--- config.mk ---
export PLATFORM = sky130hd
export DESIGN_NAME = sd_framer_tx
export DESIGN_NICKNAME = d
export VERILOG_FILES = /design/src/rtl/sd_pkg.sv /design/src/rtl/sd_stuff_track.sv /design/src/rtl/sd_framer_tx.sv
export SDC_FILE = /design/constraint.sdc
export NUM_CORES = 1
export LEC_CHECK = 0
export ABC_AREA = 1
export CAP_MARGIN = 20
export CORE_MARGIN = 10
export CORE_UTILIZATION = 45
export DETAILED_ROUTE_END_ITERATION = 8
export GPL_ROUTABILITY_DRIVEN = 0
export HOLD_SLACK_MARGIN = 0.03
export PLACE_DENSITY_LB_ADDON = 0.1
export SLEW_MARGIN = 10
export SYNTH_ARGS = -nofsm -noshare
export SYNTH_HDL_FRONTEND = slang
export SYNTH_HIERARCHICAL = 1
export SYNTH_SLANG_ARGS = --single-unit
--- constraint.sdc ---
create_clock -name clk -period 1.55 [get_ports clk]
set_clock_uncertainty 0.05 [all_clocks]
set_input_delay 0.31 -clock clk [delete_from_list [all_inputs] [get_ports clk]]
set_output_delay 0.31 -clock clk [all_outputs]
set_load 0.02 [all_outputs]
--- src/rtl/sd_pkg.sv ---
// Shared constants for the 1011 framed serial link: FSM state codes and line patterns.
// No logic; constants only.
// No flow control.
package sd_pkg;

  // FSM state codes (also exported on state_out for debug)
  localparam logic [1:0] IDLE  = 2'd0;
  localparam logic [1:0] PRE   = 2'd1;
  localparam logic [1:0] DATA  = 2'd2;
  localparam logic [1:0] STUFF = 2'd3;

  // Frame delimiter sent MSB first, and its length in bits
  localparam logic [3:0] PREAMBLE = 4'b1011;
  localparam int         PRE_LEN  = 4;

  // Three-bit line history that would become 1011 if the next bit were a 1
  localparam logic [2:0] STUFF_PAT = 3'b101;

endpackage

--- src/rtl/sd_stuff_track.sv ---
// Tracks the last three line bits and flags when the bit being sent completes 101.
// stuff_req is combinational on the incoming bit; history updates on the same edge.
// No flow control; clr/shift are driven by the framer FSM.
module sd_stuff_track
  import sd_pkg::*;
(
  input  logic clk,
  input  logic rst,
  input  logic clr,
  input  logic shift,
  input  logic bit_in,
  output logic stuff_req
);

  logic [2:0] hist;
  logic [2:0] hist_nxt;

  assign hist_nxt  = {hist[1:0], bit_in};
  assign stuff_req = (hist_nxt == STUFF_PAT);

  // History register: cleared at frame start, shifted by every bit placed on the line
  always_ff @(posedge clk or posedge rst) begin
    if (rst) begin
      hist <= 3'b000;
    end else if (clr) begin
      hist <= 3'b000;
    end else if (shift) begin
      hist <= hist_nxt;
    end
  end

endmodule

--- src/rtl/sd_framer_tx.sv ---
// Serial 1011-preamble framer with optional zero-stuffing (SD_FRAMER_TX_STUFF_EN).
// First preamble bit is on seq_out at the accept edge; one line bit per cycle after.
// din_ready high only while idle; din_valid ignored during a frame.
module sd_framer_tx
  import sd_pkg::*;
#(
  parameter int DATA_W = 8
) (
  input  logic              clk,
  input  logic              rst,
  input  logic [DATA_W-1:0] din,
  input  logic              din_valid,
  output logic              din_ready,
  output logic              seq_out,
  output logic              busy,
  output logic [1:0]        state_out
);

  localparam int CNT_W = $clog2(DATA_W + 1);

  logic [1:0]        state;
  logic [DATA_W-1:0] sreg;
  logic [CNT_W-1:0]  cnt;     // preamble bits sent while in PRE, payload bits sent while in DATA
  logic              all_sent;
  logic              pre_bit;
  logic              trk_clr;
  logic              trk_shift;
  logic              trk_bit;
  logic              stuff_req;
  logic              stuff_go;

  assign all_sent  = (cnt == CNT_W'(DATA_W));
  assign pre_bit   = PREAMBLE[2'(PRE_LEN - 1) - cnt[1:0]];
  assign busy      = (state != IDLE);
  assign din_ready = ~busy;
  assign state_out = state;
  assign trk_clr   = (state == IDLE) && din_valid;

  // Bit currently being placed on the line, as seen by the history tracker
  always_comb begin
    trk_bit = 1'b0;
    case (state)
      PRE:     trk_bit = pre_bit;
      DATA:    trk_bit = sreg[DATA_W-1];
      default: trk_bit = 1'b0;
    endcase
  end

`ifdef SD_FRAMER_TX_STUFF_EN
  assign trk_shift = (state == PRE) || (state == STUFF) || ((state == DATA) && !all_sent);
  assign stuff_go  = stuff_req;
`else
  // Without stuffing the tracker is held frozen and its request never consulted
  logic unused_stuff_req;
  assign trk_shift        = 1'b0;
  assign stuff_go         = 1'b0;
  assign unused_stuff_req = stuff_req;
`endif

  sd_stuff_track u_track (
    .clk       (clk),
    .rst       (rst),
    .clr       (trk_clr),
    .shift     (trk_shift),
    .bit_in    (trk_bit),
    .stuff_req (stuff_req)
  );

  // Framer FSM: preamble, MSB-first payload, optional stuffed zeros, then a closing idle bit
  always_ff @(posedge clk or posedge rst) begin
    if (rst) begin
      state   <= IDLE;
      seq_out <= 1'b0;
      sreg    <= '0;
      cnt     <= '0;
    end else begin
      case (state)
        IDLE: begin
          seq_out <= 1'b0;
          if (din_valid) begin
            sreg    <= din;
            seq_out <= PREAMBLE[PRE_LEN-1];
            cnt     <= CNT_W'(1);
            state   <= PRE;
          end
        end
        PRE: begin
          seq_out <= pre_bit;
          if (cnt == CNT_W'(PRE_LEN - 1)) begin
            cnt   <= '0;
            state <= DATA;
          end else begin
            cnt <= cnt + 1'b1;
          end
        end
        DATA: begin
          if (all_sent) begin
            // Return the line to its idle level on the edge that leaves the frame
            seq_out <= 1'b0;
            cnt     <= '0;
            state   <= IDLE;
          end else begin
            seq_out <= sreg[DATA_W-1];
            sreg    <= {sreg[DATA_W-2:0], 1'b0};
            cnt     <= cnt + 1'b1;
            if (stuff_go) begin
              state <= STUFF;
            end
          end
        end
`ifdef SD_FRAMER_TX_STUFF_EN
        STUFF: begin
          // Stuffed zero; DATA closes the frame if the payload is already exhausted
          seq_out <= 1'b0;
          state   <= DATA;
        end
`endif
        default: begin
          seq_out <= 1'b0;
          state   <= IDLE;
        end
      endcase
    end
  end

endmodule

* Word level (Yosys, flattened, before mapping)
Cells that the tools add are included.
** Storage, ports and cells
- Bits in registers :: 15
- Input port bits :: 11
- Output and inout port bits :: 5
- Word-level logic and storage cells :: 39
** Cells by class
- Add/subtract/negate cells :: 2
- Order comparisons :: 1
- Eq/ne operators :: 8
- Muxes and demuxes :: 16
- Bitwise gates (word level) :: 1
- Reductions and logical operators :: 7
** Operators by type and width (count)
- $mux 8 :: 2
- $pmux 8 s2 :: 1
- $mux 4 :: 3
- $pmux 4 s3 :: 1
- $ne 2x2->1 const B :: 4
- $mux 2 :: 3
- $pmux 2 s3 :: 1
- $reduce_and 3->1 :: 2
- $add 4x1->4 const B :: 1
- $eq 4x2->1 const B :: 1
- $eq 4x4->1 const B :: 1
- $reduce_bool 2->1 :: 2
- $lt 2x3->1 const B :: 1
- $mux 1 :: 3
- $pmux 1 s3 :: 1
- $reduce_bool 3->1 :: 1
- $bmux 1 s2 :: 1
- $eq 2x1->1 const B :: 1
- $eq 2x2->1 const B :: 1
- $logic_not 2->1 :: 1
- $reduce_and 2->1 :: 1
- $sub 2x2->2 const A :: 1
- $not 1->1 :: 1

* Longest topological paths before layout
Gate-level depths: netlist of the first run.
- Depth in word-level cells :: 4
- Mapped depth :: 8
- Depth with buffers taken out :: 8

* Least setup slack after synthesis of the first run
Ideal clock, no wire load.
- Path type :: register to register
- Start point :: reg state[0], in the netlist state_out[0]
- End point :: reg sreg[1]
- Setup time :: 0.119 ns
- Arrival :: 1.607 ns
- Data required time :: 1.381 ns
- Slack :: -0.226 ns
- Stages on the path, launching flop included :: 9
- Period minus slack after synthesis :: 1.776 ns
- Cells stage by stage :: dfrtp_1 > inv_1 > ha_1 > inv_1 > nand2_2 > nand3_4 > buf_6 > nand2_1 > o21ai_2
** On the way
- Word-level cells in the longest chain between the ends :: 3
- Elaborated cells on any way between the ends :: 7
- Those cells by class :: eq/ne: 3; mux: 1; reduce/logical: 3
** Ends and longest elaborated chain
- start: declaration :: line sd_framer_tx.sv:21 : logic [1:0] state;
- start signal: assignment :: line sd_framer_tx.sv:72 : state <= IDLE;
- start signal: assignment :: line sd_framer_tx.sv:84 : state <= PRE;
- start signal: assignment :: line sd_framer_tx.sv:91 : state <= DATA;
- $eq 2x2->1 / $logic_not 2->1 (equally long branches)
- $ne 2x2->1 (no source line) / $reduce_bool 2->1 (equally long branches)
- $reduce_and 3->1 (no source line)
- end signal: assignment :: line sd_framer_tx.sv:81 : sreg <= din;
- end signal: assignment :: line sd_framer_tx.sv:104 : sreg <= {sreg[DATA_W-2:0], 1'b0};
- end: declaration :: line sd_framer_tx.sv:22 : logic [DATA_W-1:0] sreg;
Several ways; a longest one is shown, not always the timed one.
A chain may end at the register's enable or synchronous reset.

* Worst setup path in the final report of the first run
- Start point :: reg state[1], in the netlist state_out[1]
- End point :: out state_out[1]
** RTL lines
- end: declaration :: line sd_framer_tx.sv:16 : output logic [1:0] state_out
No word-level cell between the ends.

==> qor.txt, run 1 <==
post-synthesis compound-gate area fraction: 0.108
Hold Vio Cnt, Final: 0
Final #Nets: 155
core box area: 1940 um^2
detail-routed via count per cell: 4.94
area occupied by multi-input gates: 503 um^2
Achievable Freq: 659 MHz
latest clock arrival within the worst-skew pair: 300 ps
Global Route Usage Sum: 0.0941
Setup WS pre-CTS: -75.0 ps
main flop type after synthesis: dfrtp_1
post-layout min period: 1520 ps
FFs w/ async S/R, synth: 1.00
drt wl/cell: 12.3 um
#FFs+latches synth: 15
largest family of logic cells by synthesized area: simple AND/OR/NAND/NOR gates
Root Buffer Master: clkbuf_4
Setup WS post-layout: 33.6 ps
CP Launch Type: flop
layout cell share with drive strength beyond 1: 0.230
dpl hpwl: 1470 um
status: completed
Setup-failing EPs final: 0
CP Class: flop to primary output
Arr. time, crit path: 1160 ps
drc violations: 0
Final Util: 0.635
Synth Area in Simple Gates: 0.206
sequential-to-total area share from yosys stat: 0.410
FF-to-FF End: sreg[1]
most frequent cells in the layout: 24 x nand2_1, 14 x inv_1, 14 x dfrtp_1
die area: 4240 um^2
first-pass GRT wire length: 3070 um
Syn Area/Cell: 8.64 um^2
initial DRC count: 20
Setup crit end kind: primary output
Clock Sink Count: 15
initial antenna violation count: 0
row cnt: 16
RSZ-0062 raised after global routing: no
Filler cells: 166
Cells after Synth: 106
post-route ant nets: 0
first drt pass iteration count: 3
initial core utilization: 0.472
largest net degree at the start of global routing: 17
Placement Cell Area: 1180 um^2
ANT cells: 0
Num CTS Buffers: 3
WHS: 250 ps
mux contribution to synthesized area: 0.0765
Ys Warns: 6
CP max FO: 4
CTS tree: built
Slew Limit Headroom: 0.829
H-tree depth: 1
Post-Synth XOR/XNOR Area: 0
Tcrit/Tclk final: 0.978
Post-Synth Adder-Cell Area: 0.109
required time of the critical path: 1190 ps
R2R Path Start: state_out[0]
R2R cell count: 6
Syn Nets: 125
max_cap viols: 0
total routed wirelength: 1990 um
r2r setup slk: 120 ps
Vias: 801
most common cell after layout, fill and taps aside: nand2_1
clk buf depth: 2
Congestion Overflow GR: 0
port bufs: 15
Static Leak: 0.591 nW
number of synthesized flops with an enable pin: 0
Worst VDD drop: 1170 uV
vias in the first global route: 744
mapped cell area: 916 um^2
synth unique cells: 20
fin area: 1230 um^2
CTS Hold Bufs: 0
Least-Margin Pin Slew: 255 ps
synthesis-to-finish area growth: 34.6%
P per Cell Area: 1960 nW/um^2
sequential cell area: 377 um^2
IO Pins: 16
Die W: 65.1 um
Slew Limit Fails: 0
Reg clk slew, reported paths: 100 ps
Worst Hold Class: input pin to asynchronous set/reset pin
DIE HEIGHT: 65.1 um
## cell families after synthesis
logic type,Yosys count
AOI/OAI and AO/OA,18
adders and majority gates,8
buffers and inverters,19
DFF,15
muxes,7
and+or+nand+nor,39
## worst max-delay path, stage by stage (launching register included)
cell and delay [ps]:
dfrtp_1 400, buf_4 160, clkdlybuf4s15_1 290
## layout make-up
class                           instances  area share
Sequential cell                        15       0.306
Clock inverter                          1     0.00406
Multi-Input combinational cell         73       0.408
Timing Repair Buffer                   26       0.185
Tap cell                               27      0.0274
Inverter                               17      0.0518
Clock buffer                            3      0.0183
## synth_stat cells, types with 2 or more instances
cell,count,share of area
a21oi_1,5,0.027
dfrtp_1,15,0.41
ha_1,8,0.11
inv_1,16,0.066
mux2i_1,7,0.077
nand2_1,24,0.098
nand3_1,7,0.038
nor2_1,3,0.012
o21ai_0,4,0.022
o21ai_1,6,0.033
o21ai_2,2,0.019
## layer usage
metal | vias up | wire [um] | track usage
met2 | 14 | 868 | 0.140
met5 | - | 0 | 0
li1 | 408 | - | -
met3 | 5 | 94 | 0.0271
met1 | 374 | 970 | 0.112
met4 | 0 | 58 | 0.0722
## stage by stage
step,instances,TNS (ps),total power [mW]
after global routing,162,0,2.62
final,162,0,2.41
after floorplan,106,0,1.65
after CTS,161,0,2.33
after detailed placement,157,-622,2.12
after global placement,157,-469,2.09
## worst max path at each step
stage	from	endpoint	slack [ps]
global placement	state_out[0]	sreg[1]	-60
floorplan	state_out[1]	sreg[1]	10
CTS	state_out[1]	state_out[1]	6
detailed placement	din_valid	cnt[0]	-80
global route	state_out[1]	state_out[1]	3
finish	state_out[1]	state_out[1]	30
## state kept, by name, indices dropped and copies added, names as in the netlist
register	count
seq_out	1
sreg	8
cnt	4
state_out	2
## what timing repair did
item | in CTS | in global routing
gates cloned | 0 | 1
pin swaps | 0 | 1
setup buffers | 0 | 0
endpoints found under the setup margin | 13 | 11
hold endpoints to repair | 0 | 0
gates resized for setup | 13 | 8
## power breakdown
part	internal (mW)	leakage, nW	switching (mW)
Clock	0.0964	0.0177	0.145
Sequential	0.571	0.187	0.103
Combinational	0.649	0.386	0.848
Note: power is estimated with default switching activity, not from simulation.
==> inputs of run 2 (changes only) <==
- PLACE_DENSITY_LB_ADDON: 0.1 -> 0.08
==> run 2 against run 1 <==
Effect of this change: first-iteration DRC count decreased by 5.0%; register-to-register slack got worse by 50 ps; non-clock buffer count unchanged; die area unchanged; clock power about the same; largest power group unchanged; critical path type unchanged; largest cell class unchanged; sequential share of layout area increased by 0.19 points; routed wire length increased by 3.4%; via count decreased by 4.0%; worst setup slack improved by 15 ps; final area decreased by 0.61%; critical path depth unchanged; worst hold slack improved by 5.1 ps; critical endpoint is now state_out[0].
==> qor.txt, run 2 (synthesis gave the netlist of run 1 again) <==
status: completed
Reg clk slew, reported paths: 100 ps (about the same)
drt wl/cell: 12.8 um (+4.0%)
Arr. time, crit path: 1140 ps (-20 ps)
Worst path slowest cell: dfrtp_2
Hold Vio Cnt, Final: 0 (unchanged)
post-route ant nets: 0 (unchanged)
Vias: 769 (-4.0%)
delay-heaviest family, CP: buffers and inverters
latest clock arrival within the worst-skew pair: 290 ps (about the same)
Placed Cells: 156 (-0.64%)
Reg with most FFs: sreg
Final Util: 0.631 (-0.00387)
post-route setup TNS: 0 ps (unchanged)
Worst Hold Class: input pin to asynchronous set/reset pin
total routed wirelength: 2060 um (+3.4%)
Slew Limit Fails: 0 (unchanged)
Die W: 65.1 um (unchanged)
die area: 4240 um^2 (unchanged)
initial DRC count: 19 (-5.0%)
initial core utilization: 0.472 (unchanged)
most frequent cells in the layout: 24 x nand2_1, 14 x inv_1, 14 x dfrtp_1
crit-path max cell delay: 420 ps (+20 ps)
Setup-failing EPs final: 0 (unchanged)
Clock Sink Count: 15 (unchanged)
Worst VDD drop: 1200 uV (+2.4%)
Static Leak: 0.584 nW (-1.2%)
Placement Cell Area: 1170 um^2 (-0.64%)
required time of the critical path: 1190 ps (about the same)
largest net degree at the start of global routing: 17 (unchanged)
flip-flop count of the largest register after layout: 8 (unchanged)
max_cap viols: 0 (unchanged)
ANT cells: 0 (unchanged)
critical path cell sequence: buf_4, clkdlybuf4s15_1
Filler cells: 183 (+10%)
Tcrit/Tclk final: 0.969 (-0.00958)
Slew Limit Headroom: 0.855 (+0.0257)
CP Class: flop to primary output
Setup WS post-layout: 48.5 ps (+14.9 ps)
Root Buffer Master: clkbuf_4
port bufs: 15 (unchanged)
CTS tree: built
Post-Layout Cell Count: 161 (-0.62%)
Setup WS pre-CTS: -93.3 ps (-18.2 ps)
synthesis-to-finish area growth: 33.7%
detail-routed via count per cell: 4.78 (-3.4%)
dpl hpwl: 1540 um (+4.4%)
Final #Nets: 154 (-0.65%)
row cnt: 16 (unchanged)
DIE HEIGHT: 65.1 um (unchanged)
Achievable Freq: 666 MHz (+0.99%)
CP max FO: 4 (unchanged)
Setup crit end kind: primary output
WHS: 255 ps (+5.06 ps)
post-layout min period: 1500 ps (-14.9 ps)
IO Pins: 16 (unchanged)
layout cell share with drive strength beyond 1: 0.246 (+0.0166)
drc violations: 0 (unchanged)
initial antenna violation count: 0 (unchanged)
core box area: 1940 um^2 (unchanged)
clk buf depth: 2 (unchanged)
CP Launch Type: flop
vias in the first global route: 773 (+3.9%)
first-pass GRT wire length: 3480 um (+13%)
first drt pass iteration count: 4 (+1)
Congestion Overflow GR: 0 (unchanged)
Least-Margin Pin Slew: 218 ps (-37.1 ps)
P per Cell Area: 1970 nW/um^2 (+0.70%)
Global Route Usage Sum: 0.104 (+0.00938)
Num CTS Buffers: 3 (unchanged)
fin area: 1220 um^2 (-0.61%)
most common cell after layout, fill and taps aside: nand2_1
Pwr Total: 2.41 mW (about the same)
WP buf/inv: 2 (unchanged)
H-tree depth: 1 (unchanged)
-- run 2: cell types whose count changed in the layout (fill, tap and decap cells not counted), sizes merged --
| cell | previous run | this run |
|---|---|---|
| nand3 | 10 | 9 |
-- run 2: path summary, 6_finish.rpt --
path | cells past startpoint | startpoint | slack (ps) | endpoint
setup reg to reg | 6 | state_out[0] | 70 | sreg[7]
max in group asynchronous | 3 | rst | 1000 | state_out[0]
hold / removal | 3 | rst | 260 | sreg[4]
hold reg to reg | 2 | sreg[1] | 440 | sreg[1]
setup / recovery | 2 | state_out[0] | 50 | state_out[0]
min in group clk | 2 | sreg[1] | 440 | sreg[1]
-- run 2: worst register-to-register path, stage by stage, from the launching register on --
cell	delay [ps]
dfrtp_2	420
inv_2	80
buf_4	130
ha_4	180
buf_4	200
mux2i_2	240
o21ai_1	80
-- run 2: layer usage --
metal  track usage  vias to the layer above  routed length [um]
li1              -                      400                   -
met3        0.0322                        4                 117
met2         0.154                       18                 939
met1         0.130                      347                 971
met5             0                        -                   0
met4        0.0561                        0                  29
-- run 2: power by group --
part,switching (mW),internal (mW),total (mW)
Combinational,0.842,0.656,1.50
Sequential,0.106,0.571,0.677
Clock,0.144,0.0961,0.240
-- run 2: cell type report --
type                    count  area, um^2  share of cell area
multi-input cells          72         495               0.404
repair buffers             26         228               0.186
inverters                  17        63.8              0.0521
clock buffers               3        22.5              0.0184
well taps                  27        33.8              0.0276
clock inverters             1        5.00             0.00409
flip-flops and latches     15         377               0.307
-- run 2: repair_timing --
item,in CTS,in global routing
pin swaps,0,1
buffers inserted,0,1
gates cloned,0,0
setup endpoints to repair,13,9
hold buffers,0,0
gates resized for setup,13,10
==> inputs of run 3 (changes only) <==
- HOLD_SLACK_MARGIN: 0.03 -> unset
==> results of run 3 <==
Same layout as run 2: the final DEF is identical, and so are final timing and power.
